$ cat config.mk
export PLATFORM = sky130hd
export DESIGN_NAME = spike_stream_tx
export DESIGN_NICKNAME = d
export VERILOG_FILES = /design/src/rtl/spike_stream_tx.sv
export SDC_FILE = /design/constraint.sdc
export NUM_CORES = 1
export LEC_CHECK = 0
export CORE_MARGIN = 2
export CORE_UTILIZATION = 50
export DETAILED_ROUTE_END_ITERATION = 7
export PLACE_DENSITY = 0.84
export SKIP_CTS_REPAIR_TIMING = 1
export SYNTH_ARGS = -nofsm -noshare
export SYNTH_HDL_FRONTEND = slang
export SYNTH_SLANG_ARGS = --single-unit
$ cat constraint.sdc
create_clock -name clk -period 4.8 [get_ports clk]
set_input_delay 1.2 -clock clk [delete_from_list [all_inputs] [get_ports clk]]
set_output_delay 1.2 -clock clk [all_outputs]
set_load 0.1 [all_outputs]
$ cat src/rtl/spike_stream_tx.sv
// rtl/spike_stream_tx.sv - spike bitmap to AXI-Stream event beat serializer
module spike_stream_tx #(
  parameter int NUM_NEURONS = 64,
  parameter int DATA_WIDTH  = 48,
  parameter int TS_WIDTH    = 16
) (
  input  logic                   clk,
  input  logic                   reset_n,
  input  logic                   enable,
  input  logic [NUM_NEURONS-1:0] frame_bitmap,
  input  logic [TS_WIDTH-1:0]    frame_timestep,
  input  logic [7:0]             frame_layer_id,
  input  logic                   frame_valid,
  output logic                   frame_ready,
  output logic [DATA_WIDTH-1:0]  m_axis_tdata,
  output logic                   m_axis_tvalid,
  input  logic                   m_axis_tready,
  output logic                   m_axis_tlast,
  output logic                   busy,
  output logic [31:0]            spikes_sent,
  output logic [31:0]            frames_sent
);

  localparam logic [0:0] IDLE = 1'b0;
  localparam logic [0:0] SEND = 1'b1;

  localparam logic [NUM_NEURONS-1:0] BITMAP_ONE = {{(NUM_NEURONS-1){1'b0}}, 1'b1};

  // Neuron id carried by the empty-frame marker beat
  localparam logic [15:0] MARKER_ID = 16'hFFFF;

  logic [0:0]             state;
  logic [NUM_NEURONS-1:0] pend_bitmap;
  logic [TS_WIDTH-1:0]    pend_ts;
  logic [7:0]             pend_layer;

  logic [15:0]            low_id;
  logic                   pend_empty;
  logic                   pend_single;
  logic                   in_send;
  logic                   accept;
  logic                   beat_fire;
  logic                   last_fire;
  logic [7:0]             beat_value;
  logic [47:0]            beat_word;

  // Lowest set bit of the pending bitmap; falls back to the marker id when empty
  always_comb begin
    low_id = MARKER_ID;
    for (int i = NUM_NEURONS - 1; i >= 0; i--) begin
      if (pend_bitmap[i]) begin
        low_id = 16'(i);
      end
    end
  end

  assign in_send    = (state == SEND);
  assign pend_empty = (pend_bitmap == '0);
  // Exactly one bit set: clearing the lowest set bit leaves nothing behind
  assign pend_single = !pend_empty && ((pend_bitmap & (pend_bitmap - BITMAP_ONE)) == '0);

  // The ready path is gated by reset_n so it reads low while reset is held
  assign frame_ready = reset_n && enable && (state == IDLE);
  assign accept      = frame_valid && frame_ready;

  // Outputs derive from state and pending registers only, so they hold
  // steady under backpressure and fall the moment reset clears the state
  assign m_axis_tvalid = in_send;
  assign m_axis_tlast  = in_send && (pend_empty || pend_single);
  assign beat_value    = pend_empty ? 8'h00 : 8'h01;
  assign beat_word     = {16'(pend_ts), pend_layer, low_id, beat_value};
  assign m_axis_tdata  = in_send ? DATA_WIDTH'(beat_word) : '0;
  assign busy          = in_send;

  assign beat_fire = in_send && m_axis_tready;
  assign last_fire = beat_fire && m_axis_tlast;

  // Frame capture and per-beat retirement of the reported neuron
  always_ff @(posedge clk or negedge reset_n) begin
    if (!reset_n) begin
      state       <= IDLE;
      pend_bitmap <= '0;
      pend_ts     <= '0;
      pend_layer  <= '0;
    end else begin
      case (state)
        IDLE: begin
          if (accept) begin
            pend_bitmap <= frame_bitmap;
            pend_ts     <= frame_timestep;
            pend_layer  <= frame_layer_id;
            state       <= SEND;
          end
        end
        SEND: begin
          if (beat_fire) begin
            // Clears the lowest set bit; an empty (marker) bitmap stays empty
            pend_bitmap <= pend_bitmap & (pend_bitmap - BITMAP_ONE);
            if (last_fire) begin
              state <= IDLE;
            end
          end
        end
        default: begin
          state <= IDLE;
        end
      endcase
    end
  end

  // Transfer statistics; marker beats count toward frames only
  always_ff @(posedge clk or negedge reset_n) begin
    if (!reset_n) begin
      spikes_sent <= '0;
      frames_sent <= '0;
    end else begin
      if (beat_fire && !pend_empty) begin
        spikes_sent <= spikes_sent + 32'd1;
      end
      if (last_fire) begin
        frames_sent <= frames_sent + 32'd1;
      end
    end
  end

endmodule

==> summary.md, run 1 <==
| Metric | Value |
|---|---|
| CP startpoint | `pend_bitmap[42]` |
| Max cap viols | `0` |
| Cell family with most CP delay | `simple AND/OR/NAND/NOR gates` |
| Final-stage net count | `1250` |
| GRT Total Usage | `28.6%` |
| Residual DRC | `0` |
| Initial antenna violation count | `0` |
| Library cells used by synthesis | `61` |
| CP required | `3.60 ns` |
| Post-synthesis mux area share | `0.379%` |
| CP arrival | `3.76 ns` |
| Largest family of logic cells by synthesized area | `simple AND/OR/NAND/NOR gates` |
| Area of the core | `16700 sq um` |
| Synth Area in Simple Gates | `26.2%` |
| Netlist Area Pre-Place | `8570 sq um` |
| Seq cells post-synth | `153` |
| Initial DRC count | `629` |
| First-pass GRT wire length | `41.1 mm` |
| CP max FO | `6` |
| Type of destination of the critical path | `primary output` |
| Power Density | `640 nW/um^2` |
| Crit-path slowest cell | `or4_4` |
| HP Start | `pend_ts[14]` |
| Critical path's most frequent cell | `or4_4` |
| Fraction of final layout cells sized beyond drive strength 1 | `10.3%` |
| Hpwl dp | `18.2 mm` |
| Synth Area in Compound Gates | `16.5%` |
| Post-Synth Adder-Cell Area | `0.525%` |
| Critical setup path kind | `flip-flop to primary output` |
| Wire per inst | `18.7 um` |
| Final estimated routing congestion in global placement | `0.979` |
| Max Fclk | `202 MHz` |
| Skew final | `0.0110 ns` |
| Drt first pass iters | `5` |
| Worst slew pin tran | `1.03 ns` |
| Fin area | `11400 sq um` |
| Port Buffers | `201` |
| Number of synthesized flops with an enable pin | `0` |
| # rows | `47` |
| Slew Viols, Final | `0` |
| Most used cells in the layout excluding fill and tap cells | `nand2_1, clkdlybuf4s50_1, dfrtp_1` |
| Worst stage delay on the critical path | `0.58 ns` |
| Hold Fails Final Rpt | `0` |
| Fillers | `1373` |
| Grt ovf | `0` |
| Initial core utilization | `51.3%` |
| Crit start category | `flip-flop` |
| P&R area growth vs syn | `32.8%` |
| Ports | `209` |
| Die W | `135 um` |
| Synth Area in XOR/XNOR | `6.33%` |
| Crit Reg-Reg Startpoint | `pend_bitmap[42]` |
| Die height | `135 um` |
| Htree depth | `4` |
| TritonCTS Buffers | `17` |
| Unrepaired setup endpoints after global routing | `true` |
| Area after DPL | `10700 sq um` |
| Fin crit share | `103%` |
| Vias in the first global route | `7769` |
| Worst path cell trace | `or4_4 -> or4_4 -> or4_4 -> or3_4 -> a221oi_2 -> nand4_1 -> nor3_2 -> and4_4 -> buf_12` |
| Failing checks | `setup timing` |
| Post-layout util | `68.2%` |
| Status | `finished, violations left` |
| WHS | `0.466 ns` |
| Clk buf depth | `2` |
| Total leakage power | `5.14 nW` |
| Slew HR | `31.2%` |
| WL final | `25.9 mm` |
| Most used flip-flop cell after synthesis | `dfrtp_1` |
| Ant diodes | `0` |
| CP Buf/Inv Count | `1` |
| Worst setup margin | `-0.161 ns` |
| Largest net degree at the start of global routing | `78` |
| Commonest non-fill, non-tap cell in the layout | `nand2_1` |
| Yosys warns | `0` |
| Post-synth ARST share | `100%` |
| Vias/cell | `5.93` |
| CTS clk-pin slew, worst paths | `0.07 ns` |
| Max rail drop VDD | `0.577 mV` |
| Final setup fails | `1` |
| Clk_lat worst skew | `0.43 ns` |
| Clk sink count | `153` |
| Register area share after synthesis | `44.7%` |
| Min Tclk post-route | `4.96 ns` |
| Worst Hold Class | `flip-flop to flip-flop` |
| Area of the die | `18200 sq um` |
| Total number of vias | `8233` |
| CTS root buf | `clkbuf_16` |
| DRT antenna net count | `0` |
| Place WS | `0.281 ns` |
| Gate Count Post-Synth | `970` |
| CTS tree | `built` |
| Syn avg cell area | `8.84 sq um` |
[logic make-up after synthesis]
kind of cell | after synthesis
AO/OA/AOI/OAI | 205
XOR/XNOR | 62
adder cells (fa/ha/maj) | 4
buffers and inverters | 95
flip-flops | 153
multiplexers | 3
other | 1
AND/OR/NAND/NOR | 447
[synthesized netlist by cell type, drive strengths merged, types with 10 or more instances]
| cell | n | area share, % |
|---|---|---|
| nand3 | 35 | 2.0 |
| nand4 | 27 | 2.4 |
| buf | 32 | 2.7 |
| xnor2 | 54 | 5.5 |
| and4 | 11 | 1.1 |
| a22o | 47 | 4.8 |
| o21ai | 58 | 3.4 |
| and3 | 23 | 1.7 |
| nor4 | 28 | 2.2 |
| a21oi | 36 | 2.1 |
| nor3 | 17 | 1.1 |
| nand2 | 184 | 8.1 |
| and2 | 29 | 2.1 |
| dfrtp | 153 | 45 |
| nor2 | 57 | 2.5 |
| or4 | 10 | 1.0 |
| clkbuf | 42 | 1.8 |
| inv | 21 | 0.92 |
[state kept, by name, summed over array words and instances, names as in the netlist]
signal and count:
pend_bitmap 64, pend_ts 16, frames_sent 32, busy 1, spikes_sent 32, pend_layer 8
[worst register-to-register path, cell delays in order, from the launching register on]
cell and delay, ns:
dfrtp_2 0.45, or4_4 0.54, or4_4 0.44, or4_4 0.58, or3_4 0.34, a221oi_2 0.21
nand4_1 0.14, nor3_2 0.18, and4_1 0.20, buf_4 0.35, mux2_2 0.39
[where the power goes]
part           internal [mW]  switching, mW  leakage (nW)
combinational           1.27           2.77          2.74
sequential              1.49          0.313          2.09
clock                  0.841          0.604         0.308
[through the flow]
step                      setup TNS, ns  instances  power, mW
after floorplan                 -0.0115        976       4.65
after global placement                0       1356       5.78
after detailed placement              0       1356       5.79
after CTS                        -0.200       1388       7.26
after global routing             -0.289       1388       7.65
final                            -0.161       1388       7.29
[routing by layer]
layer,routed length [um],vias up,track usage [%]
met4,524,0,8.22
li1,-,3812,-
met3,2290,45,6.83
met1,10800,3931,39.1
met2,12300,445,45.7
met5,0,-,0
[path summary, 6_finish.rpt]
kind / end / slack (ns) / cells past startpoint
min reg2reg: pend_ts[14] / 0.47 / 2
max reg2reg: frames_sent[1] / 0.84 / 10
max: m_axis_tlast / -0.16 / 9
max in group asynchronous: busy / 2.90 / 2
min: pend_ts[14] / 0.47 / 2
min in group asynchronous: frames_sent[24] / 0.68 / 1
[final cells by class]
type	count	area [sq um]	area share [%]
Clock buffer	17	425	3.74
Clock inverter	15	205	1.80
Inverter	21	78.8	0.692
Multi-Input combinational cell	728	4340	38.1
Sequential cell	153	3830	33.7
Tap cell	220	275	2.42
Timing Repair Buffer	234	2230	19.6
Power figures use the tool's default switching activity.
==> run 2: changes to the inputs <==
- CORE_MARGIN: 2 -> not set
- CORE_UTILIZATION: 50 -> 30
- PLACE_DENSITY: 0.84 -> 0.56
==> summary.md, run 2 (same netlist as run 1, synthesis figures left out) <==
| Metric | Value |
|---|---|
| Worst Hold Class | `flip-flop to flip-flop` |
| Max Fclk | `203 MHz` |
| Vias/cell | `5.24` |
| Fin crit share | `103%` |
| Drt first pass iters | `8` |
| Failing checks | `setup timing` |
| Status | `finished, violations left` |
| Worst slew pin tran | `1.05 ns` |
| Min Tclk post-route | `4.93 ns` |
| Wire per inst | `17.8 um` |
| Htree depth | `4` |
| Initial antenna violation count | `3` |
| GRT Total Usage | `19.2%` |
| Clk buf depth | `2` |
| Fraction of final layout cells sized beyond drive strength 1 | `10.5%` |
| Final estimated routing congestion in global placement | `0.914` |
| Worst setup margin | `-0.131 ns` |
| Vias in the first global route | `7714` |
| Hold Fails Final Rpt | `0` |
| CP max FO | `5` |
| Area after DPL | `11100 sq um` |
| Pwr Total | `7.32 mW` |
| CP required | `3.60 ns` |
| Non-Filler Instances | `1554` |
| CTS root buf | `clkbuf_16` |
| Max rail drop VDD | `0.559 mV` |
| Type of destination of the critical path | `primary output` |
| Slew HR | `29.9%` |
| Commonest non-fill, non-tap cell in the layout | `nand2_1` |
| CP arrival | `3.73 ns` |
| Clk_lat worst skew | `0.43 ns` |
| Max cap viols | `0` |
| Skew final | `0.0144 ns` |
| Area of the die | `29300 sq um` |
| Ports | `209` |
| Final setup fails | `1` |
| Grt ovf | `0` |
| First-pass GRT wire length | `43.5 mm` |
| Top reg by flops | `pend_bitmap` |
| Final-stage net count | `1257` |
| Clk sink count | `153` |
| Total leakage power | `5.18 nW` |
| Die height | `171 um` |
| Fin area | `11800 sq um` |
| Placed cell count | `1520` |
| Initial DRC count | `830` |
| CTS clk-pin slew, worst paths | `0.08 ns` |
| Port Buffers | `201` |
| Crit start category | `flip-flop` |
| Total number of vias | `8145` |
| Slew Viols, Final | `0` |
| # rows | `61` |
| WL final | `27.7 mm` |
| Power Density | `621 nW/um^2` |
| CTS tree | `built` |
| Residual DRC | `0` |
| Largest regs | `pend_bitmap x64, frames_sent x32, spikes_sent x32` |
| Unrepaired setup endpoints after global routing | `true` |
| Max FFs per register | `64` |
| P&R area growth vs syn | `37.4%` |
| Most used cells in the layout excluding fill and tap cells | `nand2_1, clkdlybuf4s50_1, dfrtp_1` |
| Hpwl dp | `19.7 mm` |
| Initial core utilization | `30.7%` |
| DRT antenna net count | `0` |
| TritonCTS Buffers | `17` |
| Critical setup path kind | `flip-flop to primary output` |
| Area of the core | `27900 sq um` |
| Die W | `171 um` |
| Largest net degree at the start of global routing | `71` |
## run 2: per-stage QoR
stage	utilization, %	setup TNS (ns)	hold slack (ns)	setup slack [ns]
after global routing	42.2	-0.278	0.483	-0.217
after detailed placement	39.9	0	0.454	0.260
final	42.2	-0.131	0.467	-0.131
after global placement	39.9	0	0.450	0.314
after CTS	42.0	-0.209	0.472	-0.209
after floorplan	-	-0.0115	0.438	-0.0115
## run 2: power by group
part	switching, mW	internal [mW]	total (mW)
clock	0.660	0.703	1.36
sequential	0.282	1.49	1.77
combinational	2.88	1.31	4.18
## run 2: final cells by class
type | count | area, sq um
clock buffers | 17 | 425
diodes | 1 | 2.50
well taps | 378 | 473
repair buffers | 241 | 2430
multi-input cells | 728 | 4360
clock inverters | 15 | 181
inverters | 21 | 78.8
flip-flops and latches | 153 | 3830
fillers | 2794 | 16200
## run 2: metal layers
layer	vias to the layer above	wire, um	global-route usage (%)
met4	4	497	5.67
met5	-	27	0
li1	3831	-	-
met3	31	1910	3.98
met2	318	12500	29.1
met1	3961	12800	27.2
## run 2: final timing paths
path | from | end | slack, ns | cells after the start
setup / recovery | pend_bitmap[42] | m_axis_tlast | -0.13 | 9
hold / removal | pend_ts[12] | pend_ts[12] | 0.47 | 2
setup reg to reg | pend_bitmap[42] | frames_sent[1] | 0.87 | 10
hold reg to reg | pend_ts[12] | pend_ts[12] | 0.47 | 2
max in group asynchronous | reset_n | pend_bitmap[42] | 2.88 | 2
min in group asynchronous | reset_n | frames_sent[28] | 0.66 | 1
## run 2: worst max-delay path: stages, from the launching register on
cell and delay [ns]:
dfrtp_2 0.43, or4_4 0.54, or4_4 0.47, or4_4 0.59, or3_1 0.34, a221oi_2 0.22
nand4_1 0.13, nor3_2 0.15, and4_4 0.26, buf_12 0.18
==> patch 1, RTL diff (settings of run 1) <==
The parameter `NUM_NEURONS` goes from 64 to 128.
--- a/src/rtl/spike_stream_tx.sv
+++ b/src/rtl/spike_stream_tx.sv
@@ -1,6 +1,6 @@
 // rtl/spike_stream_tx.sv - spike bitmap to AXI-Stream event beat serializer
 module spike_stream_tx #(
-  parameter int NUM_NEURONS = 64,
+  parameter int NUM_NEURONS = 128,
   parameter int DATA_WIDTH  = 48,
   parameter int TS_WIDTH    = 16
 ) (
Ports: changed (resized frame_bitmap); port bits go from 209 to 273. The function was not compared with the original's and may differ.
==> patch 1 against run 1 <==
- routed wire length is 130% higher
- worst setup slack worse by 0.63 ns
- highest routed layer unchanged
- design area is 71% higher
- the run still ends with setup timing left
- power is 27% lower
- sequential cell count is 64 higher
- cell count is 78% higher
- core utilization is 4.6 points higher
- area after synthesis is 58% higher
==> patch 1: results (changes against run 1) <==
Outcome
  – Outcome: finished, violations left
  – Failing checks: setup timing

Power
  – Sw Ratio: 33.9% (-17 points)
  – Leakage power figure: 9.46 nW (+84%)
  – Seq pwr share: 36.0% (+11 points)

Global route
  – Met3 Usage GRT: 6.78% (-0.051 points)
  – Routing usage on met1: 52.1% (+13 points)
  – Met2 Track Usage GR: 71.0% (+25 points)
  – Initial antenna violation count: 3 (+3)

Cells and area
  – Area of the multi-input gates: 7660 um2 (+76%)
  – Top flop regs: pend_bitmap: 128 flops, frames_sent: 32 flops, spikes_sent: 32 flops
  – Fillcell total: 1979 (+44%)
  – # nets final: 2266 (+81%)
  – Layout cell share with drive strength beyond 1: 21.4% (+11 points)

Placement
  – Dpl cell area: 18500 um2 (+72%)
  – Placed Cells: 2418 (+78%)
  – Worst slack at placement: -0.301 ns (-0.582 ns)
  – Post-DP HPWL: 46200 um (+150%)

STA
  – PnR worst setup slack: -0.789 ns (-0.628 ns)
  – Number of setup violations in the final report: 1 (unchanged)
  – Setup Total Neg Slack: -0.789 ns (-0.628 ns)
  – Clock Skew: 0.0153 ns (+0.00429 ns)
  – Max_slew headroom: 27.8% (-3.4 points)

Detailed routing
  – DR WL/cell: 24.5 um (+31%)
  – Met3 wire len: 5360 um (+130%)
  – Met2 routed WL: 29100 um (+140%)

Setup path
  – Reg2Reg Setup Slack: 0.21 ns (-0.63 ns)
  – CP startpoint: pend_bitmap[37]$_DFFE_PN0P_
  – CP max FO: 9 (+3)
  – Critical path arrival: 4.39 ns (+0.63 ns)
  – R2r endpoint: frames_sent[16]$_DFFE_PN0P_

Synth
  – Post-synth top cells: nand2_1 (272), dfrtp_1 (217), o21ai_0 (127)
  – Synth cell types: 80 (+31%)
  – Synth Instances: 1639 (+69%)
  – Sequential area share after synthesis: 40.0% (-4.6 points)

Clock network
  – Skew-Pair Late Insertion Delay: 0.56 ns (+0.13 ns)

Hold path
  – Min-Delay Path Depth: 1 (-1)
  – Hold endpoint: frames_sent[31]$_DFFE_PN0P_
## patch 1: cell type report
cell class	count	area share [%]
multi-input combinational	1255	39.3
sequential	217	27.9
timing repair buffer	565	25.8
clock buffer	35	3.60
tap	341	2.19
inverter	44	0.847
clock inverter	5	0.334
antenna	3	0.0385
## patch 1: cell families after synthesis
group,synth area share [%]
buf+inv,5.31
fa+ha+maj,0.480
mux,0.240
simple gates,28.3
xor+xnor,4.00
flops,40.0
compound gates,21.6
other cells,0.0277
## patch 1: worst register-to-register path: stages, from the launching register on
cell and delay [ns]:
dfrtp_1 0.39, or4_4 0.55, buf_4 0.16, nor4_2 0.15
buf_4 0.17, nand4_1 0.07, buf_4 0.17, buf_4 0.17
or3_1 0.41, buf_4 0.18, o21ai_2 0.17, buf_4 0.14
nand4_1 0.19, nor4_4 0.32, nand3_2 0.15, buf_4 0.19
nor3_4 0.26, buf_4 0.23, nand4_1 0.15, xnor2_1 0.27
==> patch 2, RTL diff (settings of run 1) <==
Made on the original files. Reset style: synchronous (`reset_n`), changed in 2 clocked blocks.
--- a/src/rtl/spike_stream_tx.sv
+++ b/src/rtl/spike_stream_tx.sv
@@ -76,7 +76,7 @@
   assign last_fire = beat_fire && m_axis_tlast;
 
   // Frame capture and per-beat retirement of the reported neuron
-  always_ff @(posedge clk or negedge reset_n) begin
+  always_ff @(posedge clk) begin
     if (!reset_n) begin
       state       <= IDLE;
       pend_bitmap <= '0;
@@ -109,7 +109,7 @@
   end
 
   // Transfer statistics; marker beats count toward frames only
-  always_ff @(posedge clk or negedge reset_n) begin
+  always_ff @(posedge clk) begin
     if (!reset_n) begin
       spikes_sent <= '0;
       frames_sent <= '0;
Behaviour: not the same (a bounded check fails within 4 cycles, from zero or initial values and one cycle with reset_n low; the reset may be asserted at any time).
==> patch 2 against run 1 <==
- routed wire length grew 12%
- clock skew about the same
- cell count grew 14%
- design area increased by 4.2%
- worst setup slack worse by 0.082 ns
- critical path type unchanged
- fmax down 1.6%
- the flow still finishes with violations (setup timing)
- worst hold slack got worse by 0.015 ns
- count of clock-buffer cells in the layout stayed put
- sequential cell count did not move
- area after synthesis down 0.16%
Power is not compared: it rests on default switching activity, and its combinational part moved more than twofold at a synthesized area within 25%.
==> patch 2: results (changes against run 1) <==
Outcome
  – Outcome: finished, violations left
  – Failing checks: setup timing

Detailed routing
  – Vias post-DR: 9363 (+14%)

Hold path
  – Hold endpoint: pend_ts[9]$_SDFFE_PN0P_

Setup path
  – Critical path arrival: 3.84 ns (+0.08 ns)
  – Worst R2R Start: pend_bitmap[14]$_SDFFE_PN0P_
  – R2r endpoint: frames_sent[14]$_SDFFE_PN0P_
  – Reg2Reg Setup Slack: 0.74 ns (-0.10 ns)
  – CP max FO: 8 (+2)
  – R2R cell count: 14 (+4)

Synth
  – Async SR Flop Fraction: 0% (-100 points)
  – Ys flop type: dfxtp_1
  – Post-synth top cells: nand2_1 (159), dfxtp_1 (153), nor2_1 (130)
  – Synth Instances: 1148 (+18%)
  – Sequential area share after synthesis: 35.8% (-8.9 points)
  – Synth cell types: 74 (+21%)

Global route
  – Total global-route track usage: 31.1% (+2.5 points)
  – Largest net degree at the start of global routing: 84 (+7.7%)
  – Number of global-route vias before repair: 8831 (+14%)

Cells and area
  – Layout cell share with drive strength beyond 1: 13.4% (+3.1 points)
  – Fillcell total: 1317 (-4.1%)
  – Final non-filler cell total: 1583 (+14%)
  – # nets final: 1444 (+16%)

STA
  – PnR worst setup slack: -0.242 ns (-0.0815 ns)
  – Number of setup violations in the final report: 1 (unchanged)
  – Setup Total Neg Slack: -0.242 ns (-0.0815 ns)

Placement
  – Final Wtd Congestion: 0.975 (-0.36%)
  – Placed Cells: 1540 (+14%)
-- patch 2: critical path, stage by stage (launching register included) --
cell       delay [ns]
dfxtp_1          0.31
or4_4            0.56
or4_4            0.66
buf_6            0.18
nor4_4           0.39
buf_4            0.18
a21oi_1          0.11
a2111oi_4        0.22
nand4_1          0.22
nor3_4           0.36
buf_12           0.22
-- patch 2: power groups by stage --
stage / clock network, mW / registers, mW / logic (mW)
global route: 1.45 / 1.34 / 0.975
global placement: 0 / 1.36 / 0.861
CTS: 1.39 / 1.33 / 0.866
floorplan: 0 / 1.36 / 0.559
detailed placement: 0 / 1.36 / 0.861
finish: 1.38 / 1.33 / 0.917
-- patch 2: layout make-up --
cell class / count / area (um2) / area share, %
Timing Repair Buffer: 275 / 2720 / 23.0
Inverter: 33 / 126 / 1.07
Sequential cell: 153 / 3070 / 25.9
Tap cell: 220 / 275 / 2.32
Clock buffer: 17 / 425 / 3.59
Clock inverter: 15 / 179 / 1.51
Antenna cell: 1 / 2.50 / 0.0211
Multi-Input combinational cell: 869 / 5060 / 42.6
-- patch 2: routing by layer --
metal  share of wire, %  GRT usage [%]
met5              0.042              0
met4                2.4           10.7
met3                8.8           8.86
met2                 48           52.1
met1                 40           38.5
-- patch 2: logic make-up (layout without fill, tap and decap cells) --
kind of cell / Yosys count / count (layout) / synth area share (%)
buf+inv: 132 / 340 / 7.00
other cells: 1 / 8 / 0.0438
simple gates: 513 / 513 / 29.8
flops: 153 / 153 / 35.8
fa+ha+maj: 5 / 5 / 0.643
mux: 7 / 7 / 0.819
compound gates: 310 / 310 / 23.1
xor+xnor: 27 / 27 / 2.76
-- patch 2: per-stage QoR --
| stage | hold slack (ns) | setup WS [ns] | power (mW) |
|---|---|---|---|
| 6_report | 0.452 | -0.242 | 3.63 |
| 5_1_grt | 0.469 | -0.361 | 3.76 |
| 4_1_cts | 0.452 | -0.328 | 3.59 |
| 3_5_place_dp | 0.443 | 0.161 | 2.22 |
| 3_3_place_gp | 0.437 | 0.143 | 2.22 |
| 2_1_floorplan | 0.432 | -0.191 | 1.92 |
